`config.mk`:
```
export PLATFORM = sky130hd
export DESIGN_NAME = ram_write_arbiter
export DESIGN_NICKNAME = d
export VERILOG_FILES = /design/src/rtl/ram_arb_pkg.sv /design/src/rtl/rr_arbiter.sv /design/src/rtl/ram_write_arbiter.sv
export SDC_FILE = /design/constraint.sdc
export NUM_CORES = 1
export LEC_CHECK = 0
export CORE_MARGIN = 3
export CORE_UTILIZATION = 30
export DETAILED_ROUTE_END_ITERATION = 10
export PLACE_DENSITY_LB_ADDON = 0.08
export SLEW_MARGIN = 10
export SYNTH_ARGS = -nofsm -noshare
export SYNTH_HDL_FRONTEND = slang
export SYNTH_SLANG_ARGS = --single-unit
```
`constraint.sdc`:
```
create_clock -name clk -period 1.9 [get_ports clk]
set_input_delay 0.475 -clock clk [delete_from_list [all_inputs] [get_ports clk]]
set_output_delay 0.475 -clock clk [all_outputs]
set_load 0.01 [all_outputs]
```
`src/rtl/ram_arb_pkg.sv`:
```
`default_nettype none
// ============================================================================
// Module      : ram_arb_pkg
// Description : Shared types and helpers for the RAM write arbiter.
//               Arbiter state encoding, arbitration mode constants and a
//               one-hot to index helper. Sized for up to c_maxCh channels.
// Revision    : 1.0 - initial release
// ============================================================================
package ram_arb_pkg;

    localparam int c_maxCh     = 8;
    localparam int c_modeFixed = 0;
    localparam int c_modeRr    = 1;

    typedef enum logic [0:0] {
        IDLE  = 1'b0,
        BURST = 1'b1
    } arbState_t;

    // Index of the set bit of a one-hot vector; 0 when the vector is zero.
    function automatic logic [2:0] oneHotToIdx(input logic [c_maxCh-1:0] oneHot);
        logic [2:0] idx;
        idx = '0;
        for (int i = 0; i < c_maxCh; i++) begin
            if (oneHot[i]) begin
                idx = 3'(i);
            end
        end
        return idx;
    endfunction

endpackage
`default_nettype wire

```
`src/rtl/rr_arbiter.sv`:
```
`default_nettype none
// ============================================================================
// Module      : rr_arbiter
// Description : Combinational request-to-grant arbiter.
//               RR_MODE = 0 : fixed priority, lowest index wins.
//               RR_MODE = 1 : first request at or after i_ptr, wrapping.
// Ports       : i_req  - per-channel request vector
//               i_ptr  - round-robin start index (ignored in fixed mode)
//               o_gnt  - one-hot grant, zero when no request
// Revision    : 1.0 - initial release
// ============================================================================
module rr_arbiter
    import ram_arb_pkg::*;
#(
    parameter int NUM_CH  = 4,
    parameter int RR_MODE = 0,
    parameter int PTR_W   = (NUM_CH > 1) ? $clog2(NUM_CH) : 1
) (
    input  logic [NUM_CH-1:0] i_req,
    input  logic [PTR_W-1:0]  i_ptr,
    output logic [NUM_CH-1:0] o_gnt
);

    int               w_start;
    logic [PTR_W-1:0] w_idx;
    logic             w_found;

    // Fixed priority is simply a rotation that always starts at channel 0.
    always_comb begin
        o_gnt   = '0;
        w_found = 1'b0;
        w_idx   = '0;
        w_start = (RR_MODE == c_modeRr) ? int'(i_ptr) : 0;
        for (int k = 0; k < NUM_CH; k++) begin
            w_idx = PTR_W'((w_start + k) % NUM_CH);
            if (!w_found && i_req[w_idx]) begin
                o_gnt[w_idx] = 1'b1;
                w_found      = 1'b1;
            end
        end
    end

endmodule
`default_nettype wire

```
`src/rtl/ram_write_arbiter.sv`:
```
`default_nettype none
// ============================================================================
// Module      : ram_write_arbiter
// Description : N-channel burst-locked write arbiter in front of the shared
//               feature/image RAM. One cycle of arbitration in IDLE, then the
//               winner owns the RAM port until it delivers a word with
//               ch_last. Registered write port with auto-incrementing address.
// Ports       : clk, rst                 - clock, synchronous active-high reset
//               ch_valid/ch_last/ch_data - producer channels (packed words)
//               ch_ready                 - per-channel accept
//               addr_load/base_addr      - base address load (IDLE only)
//               ram_stall                - RAM back-pressure
//               ram_we/ram_addr/ram_data - registered RAM write port
//               grant/busy/done          - status
//               addr_wrap                - sticky address wrap flag
//               word_count               - words in current/last burst
//                                          (only with WORD_COUNT_EN)
// Options     : `define WORD_COUNT_EN to add the word_count output.
// Revision    : 1.0 - initial release
// ============================================================================
module ram_write_arbiter #(
    parameter int NUM_CH  = 4,
    parameter int DATA_W  = 16,
    parameter int ADDR_W  = 13,
    parameter int RR_MODE = 0
) (
    input  logic                     clk,
    input  logic                     rst,
    input  logic [NUM_CH-1:0]        ch_valid,
    input  logic [NUM_CH-1:0]        ch_last,
    input  logic [NUM_CH*DATA_W-1:0] ch_data,
    output logic [NUM_CH-1:0]        ch_ready,
    input  logic                     addr_load,
    input  logic [ADDR_W-1:0]        base_addr,
    input  logic                     ram_stall,
    output logic                     ram_we,
    output logic [ADDR_W-1:0]        ram_addr,
    output logic [DATA_W-1:0]        ram_data,
    output logic [NUM_CH-1:0]        grant,
    output logic                     busy,
    output logic                     done,
    output logic                     addr_wrap
`ifdef WORD_COUNT_EN
    ,
    output logic [ADDR_W-1:0]        word_count
`endif
);
    import ram_arb_pkg::*;

    localparam int PTR_W = (NUM_CH > 1) ? $clog2(NUM_CH) : 1;

    arbState_t         r_state;
    arbState_t         w_stateNxt;
    logic [NUM_CH-1:0] r_grant;
    logic [NUM_CH-1:0] w_arbGrant;
    logic [NUM_CH-1:0] w_ready;
    logic [PTR_W-1:0]  r_rrPtr;
    logic [PTR_W-1:0]  w_grantIdx;
    logic [c_maxCh-1:0] w_grantPad;
    logic [DATA_W-1:0] w_chWord [NUM_CH];
    logic [DATA_W-1:0] w_selData;
    logic              w_anyValid;
    logic              w_xfer;
    logic              w_xferLast;
    logic              w_busy;
    logic [ADDR_W-1:0] r_addrCnt;
    logic [ADDR_W-1:0] r_ramAddr;
    logic [DATA_W-1:0] r_ramData;
    logic              r_ramWe;
    logic              r_done;
    logic              r_addrWrap;

    // ------------------------------------------------------------------
    // Channel word unpack and owner selection
    // ------------------------------------------------------------------
    for (genvar i = 0; i < NUM_CH; i++) begin : g_unpack
        assign w_chWord[i] = ch_data[i*DATA_W +: DATA_W];
    end

    always_comb begin
        w_grantPad             = '0;
        w_grantPad[NUM_CH-1:0] = r_grant;
    end

    assign w_grantIdx = PTR_W'(oneHotToIdx(w_grantPad));
    assign w_selData  = w_chWord[w_grantIdx];
    assign w_anyValid = |ch_valid;
    assign w_xfer     = |(ch_valid & w_ready);
    assign w_xferLast = w_xfer & ch_last[w_grantIdx];

    rr_arbiter #(
        .NUM_CH  (NUM_CH),
        .RR_MODE (RR_MODE),
        .PTR_W   (PTR_W)
    ) u_arb (
        .i_req (ch_valid),
        .i_ptr (r_rrPtr),
        .o_gnt (w_arbGrant)
    );

    // ------------------------------------------------------------------
    // FSM: state register / next state / outputs
    // ------------------------------------------------------------------
    always_ff @(posedge clk) begin
        if (rst) begin
            r_state <= IDLE;
        end else begin
            r_state <= w_stateNxt;
        end
    end

    always_comb begin
        w_stateNxt = r_state;
        case (r_state)
            IDLE:    if (w_anyValid) w_stateNxt = BURST;
            BURST:   if (w_xferLast) w_stateNxt = IDLE;
            default: w_stateNxt = IDLE;
        endcase
    end

    always_comb begin
        w_busy  = (r_state == BURST);
        w_ready = (w_busy && !ram_stall) ? r_grant : '0;
    end

    // ------------------------------------------------------------------
    // Grant lock and round-robin pointer
    // ------------------------------------------------------------------
    always_ff @(posedge clk) begin
        if (rst) begin
            r_grant <= '0;
            r_rrPtr <= '0;
        end else if (r_state == IDLE) begin
            if (w_anyValid) begin
                r_grant <= w_arbGrant;
            end
        end else if (w_xferLast) begin
            r_grant <= '0;
            r_rrPtr <= (w_grantIdx == PTR_W'(NUM_CH - 1)) ? '0 : w_grantIdx + 1'b1;
        end
    end

    // ------------------------------------------------------------------
    // Address counter and registered RAM write port. During a stall the
    // write port holds so the RAM re-samples the same write.
    // ------------------------------------------------------------------
    always_ff @(posedge clk) begin
        if (rst) begin
            r_addrCnt  <= '0;
            r_addrWrap <= 1'b0;
            r_ramWe    <= 1'b0;
            r_ramAddr  <= '0;
            r_ramData  <= '0;
            r_done     <= 1'b0;
        end else begin
            r_done <= w_xferLast;
            if (r_state == IDLE && addr_load) begin
                r_addrCnt  <= base_addr;
                r_addrWrap <= 1'b0;
            end else if (w_xfer) begin
                r_addrCnt <= r_addrCnt + 1'b1;
                if (r_addrCnt == '1) begin
                    r_addrWrap <= 1'b1;
                end
            end
            if (!ram_stall) begin
                r_ramWe <= w_xfer;
                if (w_xfer) begin
                    r_ramAddr <= r_addrCnt;
                    r_ramData <= w_selData;
                end
            end
        end
    end

`ifdef WORD_COUNT_EN
    logic [ADDR_W-1:0] r_wordCnt;

    always_ff @(posedge clk) begin
        if (rst) begin
            r_wordCnt <= '0;
        end else if (r_state == IDLE && w_anyValid) begin
            r_wordCnt <= '0;
        end else if (w_xfer && r_wordCnt != '1) begin
            r_wordCnt <= r_wordCnt + 1'b1;
        end
    end

    assign word_count = r_wordCnt;
`endif

    assign ch_ready  = w_ready;
    assign ram_we    = r_ramWe;
    assign ram_addr  = r_ramAddr;
    assign ram_data  = r_ramData;
    assign grant     = r_grant;
    assign busy      = w_busy;
    assign done      = r_done;
    assign addr_wrap = r_addrWrap;

endmodule
`default_nettype wire
```
==> load_flow_metrics.sql <==
INSERT INTO impl_metrics (metric_group, metric, value, unit) VALUES
('route', 'detail_route.drc_violations', '0', ''),
('worst_setup_path', 'worst_ep_required_time', '1.42', 'ns'),
('timing', 'highest_clock_rate', '0.560', 'GHz'),
('floorplan', 'chipHeight', '99.1', 'um'),
('logic_synthesis', 'synthesis.yosys.warnings', '0', ''),
('timing', 'finalHoldWorstSlack', '0.458', 'ns'),
('timing', 'timing.final.hold_violations', '0', ''),
('cts', 'cts_inserted_buffers', '5', ''),
('outcome', 'run_status', 'finished clean', ''),
('logic_synthesis', 'synth_enable_flop_cells', '0', ''),
('cts', 'ctsRootBufferMaster', 'clkbuf_8', ''),
('finish', 'most-common-layout-cells', '115 x clkdlybuf4s50_1, 47 x nand2_1, 47 x dfxtp_1', ''),
('worst_setup_path', 'setup.worst_path.start_class', 'flop', ''),
('logic_synthesis', 'synth_top_flop_cell', 'dfxtp_1', ''),
('logic_synthesis', 'synth_sequential_area_ratio', '38.5', '%'),
('route', 'via_count', '2665', ''),
('timing', 'timing.max_slew.rel_slack', '72.3', '%'),
('global_routing', 'first_global_vias', '2667', ''),
('worst_setup_path', 'critPathSlowestCell', 'clkdlybuf4s50_1', ''),
('logic_synthesis', 'syn_inst', '310', ''),
('floorplan', 'design.core.area', '8300', 'um^2'),
('worst_setup_path', 'worst-path-max-fanout', '4', ''),
('global_routing', 'gr-total-overflow', '0', ''),
('logic_synthesis', 'synth_cell_types', '43', ''),
('floorplan', 'num_io_pins', '130', ''),
('worst_setup_path', 'wp_buf_inv', '1', ''),
('worst_setup_path', 'critPathCaptureType', 'output port', ''),
('logic_synthesis', 'synthesized_nets', '400', ''),
('power', 'power', '2250', 'uW'),
('job', 'drv_cap', '0', ''),
('timing', 'report.final.setup_viol', '0', ''),
('floorplan', 'fp.dieArea', '9820', 'um^2'),
('cts', 'cts_max_path_buffers', '2', ''),
('logic_synthesis', 'post_synth_instance_area', '2600', 'um^2'),
('global_routing', 'total_routing_usage_reported_by_global_routing', '15.9', '%'),
('worst_setup_path', 'crit_chain', 'clkdlybuf4s50_1', ''),
('floorplan', 'initial_core_util', '31.3', '%'),
('placement', 'placed_cell_area', '4210', 'um^2'),
('timing', 'setup_repair_after_global_routing_missed_its_margin', 'no', ''),
('logic_synthesis', 'register_bit_count_reported_by_yosys', '50', ''),
('finish', 'fin_nets', '551', ''),
('worst_setup_path', 'crit_type', 'reg2out', ''),
('global_routing', 'grt_first_pass_wirelength', '12800', 'um'),
('timing', 'finalCriticalPeriod', '1.79', 'ns'),
('route', 'detailedRoute.firstIterationViolations', '48', ''),
('worst_setup_path', 'critical-path-max-stage-delay', '0.58', 'ns'),
('finish', 'fin_util', '52.2', '%'),
('timing', 'fin_skew', '0.0110', 'ns'),
('power', 'power.density_cell_area', '519', 'nW/um^2'),
('floorplan', 'die-width', '99.1', 'um'),
('logic_synthesis', 'synth-async-reset-ratio', '0', '%'),
('placement', 'io_buffer_count', '129', ''),
('cts', 'ctsHtreeMaxLevel', '2', ''),
('route', 'first_pass_iters', '4', ''),
('logic_synthesis', 'synth_area_per_cell', '8.39', 'um^2'),
('power', 'power_leakage', '0.00158', 'uW'),
('finish', 'final_design_area_no_fill', '4330', 'um^2'),
('placement', 'gp_congestion', '0.793', ''),
('timing', 'layout_worst_path_cycle_share', '94.1', '%'),
('timing', 'worst_pin_slew', '0.415', 'ns'),
('worst_hold_path', 'min_delay_path_class', 'reg2reg', ''),
('global_routing', 'grt_antenna_before_repair', '0', ''),
('finish', 'final_common_cell', 'clkdlybuf4s50_1', ''),
('finish', 'area_delta_synth_final', '66.5', '%'),
('cts', 'clock_sinks', '50', ''),
('timing', 'fin_tns_setup', '0', 'ns'),
('route', 'via_per_inst', '4.70', ''),
('cts', 'tritoncts', 'done', ''),
('worst_setup_path', 'worstPathArrival', '1.31', 'ns'),
('route', 'routedWlPerCell', '14.0', 'um'),
('power', 'irDropWorstVdd', '0.000298', 'V'),
('global_routing', 'maximum_number_of_pins_on_one_net_before_global_route_repair', '21', ''),
('finish', 'num_antenna_cells', '0', ''),
('finish', 'drive_gt1_share', '13.0', '%'),
('placement', 'place.detailed.hpwl', '6320', 'um'),
('route', 'detail_route.wirelength', '7940', 'um'),
('cts', 'clk_pin_slew', '0.10', 'ns'),
('floorplan', 'std_cell_rows', '33', ''),
('route', 'ant_nets', '0', ''),
('cts', 'clk_latency', '0.30', 'ns'),
('worst_setup_path', 'path_delay_family', 'buffers and inverters', ''),
('timing', 'final_max_slew_viol_count', '0', '');
metal layers:
layer  part of all wire (%)  GRT usage [%]  wire length (um)
met5                      0              0                 0
met4                    1.0           3.78                80
met3                    8.3           5.68               660
met2                     48           28.2              3830
met1                     42           18.2              3370
cell usage after synthesis, drive strengths merged (2+ instances only):
cell type | number | area, um^2
a32o | 2 | 20.0
inv | 4 | 15.0
nor2 | 33 | 124
nand4 | 3 | 18.8
buf | 7 | 35.0
a211o | 2 | 20.0
dlygate4sd1 | 3 | 26.3
o21ai | 20 | 100
o21bai | 2 | 15.0
a2111oi | 3 | 26.3
nand2 | 47 | 176
a21oi | 17 | 85.1
xnor2 | 6 | 52.6
and2 | 4 | 25.0
nor4 | 3 | 18.8
mux2i | 33 | 330
a211oi | 25 | 188
nor2b | 4 | 25.0
a311oi | 3 | 26.3
a22oi | 2 | 20.0
clkbuf | 11 | 51.3
or3 | 3 | 18.8
a22o | 2 | 18.8
dfxtp | 50 | 1000
and3 | 4 | 25.0
nand3 | 3 | 15.0
power breakdown:
group,switching (uW),internal [uW],leakage (uW),total [uW]
Clock,352,295,0.0000482,647
Sequential,40.5,1080,0.000409,1120
Combinational,173,302,0.00112,475
cells by family (layout without fill, tap and decap cells):
kind of cell,after synthesis,count (layout),share of synthesized area (%)
simple gates,110,110,18.9
compound gates,84,84,22.1
flops,50,50,38.5
mux,33,33,12.7
buf+inv,25,177,4.91
xor+xnor,7,7,2.36
fa+ha+maj,1,1,0.481
worst paths after layout:
check	from	slack (ns)	end	depth (start not counted)
setup / recovery	grant[0]	0.11	grant[0]	1
hold / removal	ram_addr[9]	0.46	ram_addr[9]	2
setup reg to reg	busy	0.21	r_addrCnt[9]	5
hold reg to reg	ram_addr[9]	0.46	ram_addr[9]	2
sequential cells by signal (all words and copies together) (netlist names):
register and count:
ram_addr 13, grant 4, ram_we 1, done 1, busy 1, r_addrCnt 13, ram_data 16, addr_wrap 1
cell type report:
| type | instances | area [um^2] |
|---|---|---|
| fillers | 829 | 3970 |
| repair buffers | 165 | 1590 |
| multi-input cells | 235 | 1490 |
| flip-flops and latches | 50 | 1010 |
| well taps | 105 | 131 |
| clock buffers | 7 | 86.3 |
| inverters | 4 | 15.0 |
| clock inverters | 1 | 5.00 |
per-stage QoR:
step / std cells / worst slack, ns
2_1_floorplan: 310 / 0.162
3_3_place_gp: 558 / -0.498
3_5_place_dp: 558 / -0.489
4_1_cts: 567 / 0.00488
5_1_grt: 567 / 0.0372
6_report: 567 / 0.113
repair_timing:
item                                    4_1_cts  5_1_grt
gates cloned                                  0        0
hold buffers                                  0        0
setup buffers                                 1        0
pin swaps                                     5        4
resized for setup                            27        8
endpoints found under the setup margin       11       15
Note: power is estimated with default switching activity, not from simulation.
==> variant 1, RTL diff (config.mk and constraints unchanged) <==
`NUM_CH` is set to 4 in 2 places; all go to 2.
--- a/src/rtl/rr_arbiter.sv
+++ b/src/rtl/rr_arbiter.sv
@@ -13,5 +13,5 @@
     import ram_arb_pkg::*;
 #(
-    parameter int NUM_CH  = 4,
+    parameter int NUM_CH  = 2,
     parameter int RR_MODE = 0,
     parameter int PTR_W   = (NUM_CH > 1) ? $clog2(NUM_CH) : 1
--- a/src/rtl/ram_write_arbiter.sv
+++ b/src/rtl/ram_write_arbiter.sv
@@ -20,5 +20,5 @@
 // ============================================================================
 module ram_write_arbiter #(
-    parameter int NUM_CH  = 4,
+    parameter int NUM_CH  = 2,
     parameter int DATA_W  = 16,
     parameter int ADDR_W  = 13,
Ports: changed (5 resized); port bits go from 130 to 90. The function was not compared with the original's and may differ.
==> variant 1 against the unedited design <==
- total power down 8.7%
- final area down 22%
- non-clock buffer count down 55
- worst setup slack worse by 0.022 ns
- sequential power down 4%
- register-to-register slack worse by 0.12 ns
- maximum frequency down 1.2%
- global-route usage down 2.1 points
- synthesized cell count down 21%
- routed wire length down 31%
- count of clock-buffer cells in the layout down 1
- critical path depth up 3
- sequential cell count down 2
- synthesized area down 19%
- largest power group unchanged
- highest routed layer unchanged
==> variant 1: results (changes against the unedited design) <==
The maximum number of pins on one net before global-route repair was 29 (+38%); the register area share after synthesis was 45.4% (+6.9 points). The kind of cell with the highest combined delay along the critical path is simple AND/OR/NAND/NOR gates. The register share of total power came out at 52.7% (+2.7 points). Global-route total usage across every layer: 13.8% (-2.1 points).

The multiplexer share of the synthesized area is 8.11% (-4.6 points), and the violation count after the first detailed-route iteration is 52 (+8.3%). The fraction of layout cells with a size suffix above 1 was 12.4% (-0.56 points). The run gives 244 (-21%) as the synthesized netlist cell count.

The flow ran to the end, and the final reports show no timing, DRC or antenna violations. The total of fill cells in the finished design was 677 (-18%). The fraction of the cycle the final worst path needs was 95.2% (+1.2 points); the number of port buffers was 89 (-31%). The run gives 430 (-23%) as the number of placed cells counting well taps. The termination of the worst setup path is r_addrCnt[11]. The share of the synthesized area in compound gates (AO/OA/AOI/OAI) is 17.3% (-4.9 points), and the critical path data arrival time is 2.02 ns (+0.71 ns). The setup slack of the worst register-to-register path is 0.09 ns (-0.12 ns), and the worst reg-to-reg path cell count is 4 (-1). In the post-synthesis netlist, the biggest area contributors are sky130_fd_sc_hd__dfxtp_1 45%, sky130_fd_sc_hd__a211oi_1 9.2%, sky130_fd_sc_hd__mux2i_1 7.6%. For the total cell area at the placement stage, the log shows 3260 um^2 (-23%).

The normalized max-slew margin was 60.0% (-12 points). The post-detailed-placement half-perimeter wirelength was 4100 um (-35%); the worst slack at placement was -0.515 ns (-0.0264 ns). Internal power consumption: 0.00154 W (-8.1%). The worst hold path belongs to the class reg2reg. The maximum vdd drop was 0.259 mV (-13%). The tools report the number of global-route vias before repair as 2037 (-24%). Ranked by instance count, the synthesized netlist is headed by 48 x sky130_fd_sc_hd__dfxtp_1, 37 x sky130_fd_sc_hd__nand2_1, 35 x sky130_fd_sc_hd__nor2_1, 26 x sky130_fd_sc_hd__a211oi_1.

The largest fanout on the critical path came out at 5 (+1). Worst clock skew: 0.00143 ns (-0.00957 ns). The run gives 5510 um (-31%) as the detailed-route wire length. The critical path's slowest cell is sky130_fd_sc_hd__or4b_4. The worst hold path stage count came out at 2 (unchanged).

The fraction of the mapped netlist area in adder cells is 0.592% (+0.11 points), and the final-stage net count is 399 (-28%). The run gives 0.725 (-8.5%) as the routability congestion estimate from global placement. The clock network power was 0.000623 W (-3.7%). The logs give 1.16 nW (-26%) for the static leakage and 9200 um (-28%) for the wire length of the first global-routing pass.
variant 1: layout make-up:
type	count	area (um^2)	area share [%]
clock buffers	6	82.6	2.45
clock inverters	2	10.0	0.297
inverters	2	7.51	0.222
multi-input cells	178	1110	32.8
flip-flops and latches	48	963	28.5
well taps	93	116	3.45
repair buffers	110	1090	32.3
variant 1: what timing repair did:
action                     CTS  global route
setup buffers                1             0
hold buffers                 0             0
gates resized for setup      8             8
setup endpoints to repair    5             3
pin swaps                    2             3
variant 1: through the flow:
step	hold WS, ns	TNS [ns]	util, %	total power [W]
after global routing	0.481	0	51.1	0.00215
final	0.456	0	51.1	0.00205
after floorplan	0.441	0	-	0.00124
after detailed placement	0.446	-6.76	49.3	0.00145
after CTS	0.459	0	50.9	0.00208
after global placement	0.441	-6.50	49.3	0.00145
variant 1: metal layers:
metal	wire, um	GRT usage, %
met2	2400	22.6
met5	0	0
met1	2570	16.7
met4	101	4.72
met3	433	5.18
==> variant 2, RTL diff (config.mk and constraints unchanged) <==
Made on the original files. Add a define of `WORD_COUNT_EN`.
--- a/src/rtl/ram_write_arbiter.sv
+++ b/src/rtl/ram_write_arbiter.sv
@@ -19,4 +19,6 @@
 // Revision    : 1.0 - initial release
 // ============================================================================
+`define WORD_COUNT_EN
+
 module ram_write_arbiter #(
     parameter int NUM_CH  = 4,
Check against the original RTL (old outputs only; new: word_count): equivalent (Yosys induction, for registers that start in step).
==> variant 2 against the unedited design <==
- routed wire length grew 31%
- total power grew 46%
- synthesized area grew 26%
- final area grew 24%
- worst setup slack lost 0.049 ns
- cell count grew 24%
- global-route usage grew 0.97 points
- sequential cell count grew 13
- critical endpoint is now ch_ready[3]
- largest power group unchanged
==> variant 2: results (changes against the unedited design) <==
The run finished with clean final reports. The post-route standard cell area excluding fillers is 5370 um^2 (+24%), and the register area share after synthesis is 38.5% (about the same). Among all flip-flop cells after synthesis, the most frequent one is sky130_fd_sc_hd__dfxtp_1. By area the synthesized netlist is led by sky130_fd_sc_hd__dfxtp_1 39%, sky130_fd_sc_hd__mux2i_1 10%, sky130_fd_sc_hd__nand2_1 6.4%. The violation count after the first detailed-route iteration was 133 (+180%). The run gives -0.525 ns (-0.0362 ns) as the worst slack at placement. The net count after synthesis was 484 (+21%); the maximum number of pins on one net before global-route repair was 32 (+52%).

Multiplexer share of the synthesized area: 10.4% (-2.3 points). The post-synthesis share of cell area spent on xor and xnor gates is 1.34% (-1.0 points). The run gives 8070 um (+28%) as the post-detailed-placement half-perimeter wirelength.

The internal power consumption came out at 0.00252 W (+50%). The detail-routed net length per standard cell works out to 14.7 um (+5.0%). The tools report the routability congestion estimate from global placement as 0.801 (+1.0%). The worst clock skew is 0.0101 ns (-0.000869 ns), and the maximum vdd drop is 0.290 mV (-2.5%).

The critical path data arrival time was 1.36 ns (+0.05 ns); the global-route total usage across every layer was 16.8% (+0.97 points). The wire length of the first global-routing pass was 16800 um (+32%); the clock transition time at the flip-flop clock pins of the worst setup and hold paths was 0.07 ns (-0.03 ns). The critical path's slowest cell was sky130_fd_sc_hd__and2b_2.

The static leakage came out at 1.86 nW (+18%). Fraction of layout cells with a size suffix above 1: 14.8% (+1.8 points). The CTS H-tree depth is 3 (+1).

The total of fill cells in the finished design was 1065 (+28%). The number of port buffers was 142 (+10%). By count the netlist is led by 63 x sky130_fd_sc_hd__dfxtp_1, 56 x sky130_fd_sc_hd__nand2_1, 34 x sky130_fd_sc_hd__mux2i_1, 33 x sky130_fd_sc_hd__o21ai_0, 31 x sky130_fd_sc_hd__a21oi_1. The logs give 9 (+4) for the number of buffers created by CTS and 75.8% (+3.6 points) for the normalized max-slew margin. The logs give 656 (+19%) for the final-stage net count and 0.34 ns (+0.04 ns) for the clock latency on the worst-skew pair. The largest fanout on the critical path is 3 (-1), and the share of the synthesized area in compound gates (AO/OA/AOI/OAI) is 24.0% (+1.9 points).

The run gives 5070 um^2 (+20%) as the total cell area at the placement stage. The number of global-route vias before repair was 3442 (+29%). The fraction of the mapped netlist area in adder cells came out at 0.765% (+0.28 points).

The highest cell delay on the worst timing path works out to 0.27 ns (-0.31 ns).
## variant 2: cell families (layout without fill, tap and decap cells)
| family | after synthesis | after routing |
|---|---|---|
| buf+inv | 33 | 209 |
| compound gates | 122 | 122 |
| simple gates | 134 | 134 |
| xor+xnor | 5 | 5 |
| mux | 34 | 34 |
| flops | 63 | 63 |
| fa+ha+maj | 2 | 2 |
## variant 2: metrics by stage
stage	TNS, ns	instances
after floorplan	0	393
after detailed placement	-22.38	686
final	0	705
after CTS	0	704
after global placement	-19.62	686
after global routing	0	705
## variant 2: final cells by class
type                            count  area share, %
Timing Repair Buffer              188           33.2
Clock buffer                       12           3.07
Sequential cell                    63           23.6
Tap cell                          136           3.17
Multi-Input combinational cell    297           35.4
Inverter                            6          0.419
Clock inverter                      3           1.21
## variant 2: power groups by stage
stage	registers (W)	clock network, W	logic [W]
floorplan	0.00143	0	0.000192
global placement	0.00143	0	0.000512
detailed placement	0.00143	0	0.000516
CTS	0.00140	0.00139	0.000526
global route	0.00140	0.00145	0.000572
finish	0.00140	0.00135	0.000523
## variant 2: repair_timing
item                       4_1_cts  5_1_grt
hold endpoints to repair         0        0
buffers inserted                 3        1
setup endpoints to repair       37       20
pin swaps                        3        3
gates resized for setup         26       12
## variant 2: path summary, 6_finish.rpt
kind,start,to,slack (ns),cells after the start
worst min-delay path,ram_addr[9],ram_addr[9],0.45,2
worst min register to register,ram_addr[9],ram_addr[9],0.45,2
worst max-delay path,ram_stall,ch_ready[3],0.06,5
worst max register to register,busy,word_count[8],0.14,7
## variant 2: per-layer routing
| layer | track usage, % | vias up | wire [um] |
|---|---|---|---|
| met5 | 0 | - | 0 |
| met4 | 6.73 | 0 | 164 |
| met3 | 5.42 | 12 | 775 |
| met2 | 28.7 | 107 | 4940 |
| met1 | 19.5 | 1570 | 4490 |
| li1 | - | 1797 | - |
## variant 2: worst reg2reg max path: stages (launching register included)
cell,delay (ns)
sky130_fd_sc_hd__dfxtp_1,0.36
sky130_fd_sc_hd__and2b_2,0.22
sky130_fd_sc_hd__buf_6,0.12
sky130_fd_sc_hd__buf_4,0.10
sky130_fd_sc_hd__buf_4,0.11
sky130_fd_sc_hd__o21ai_4,0.10
sky130_fd_sc_hd__or4_1,0.52
sky130_fd_sc_hd__a21oi_1,0.15
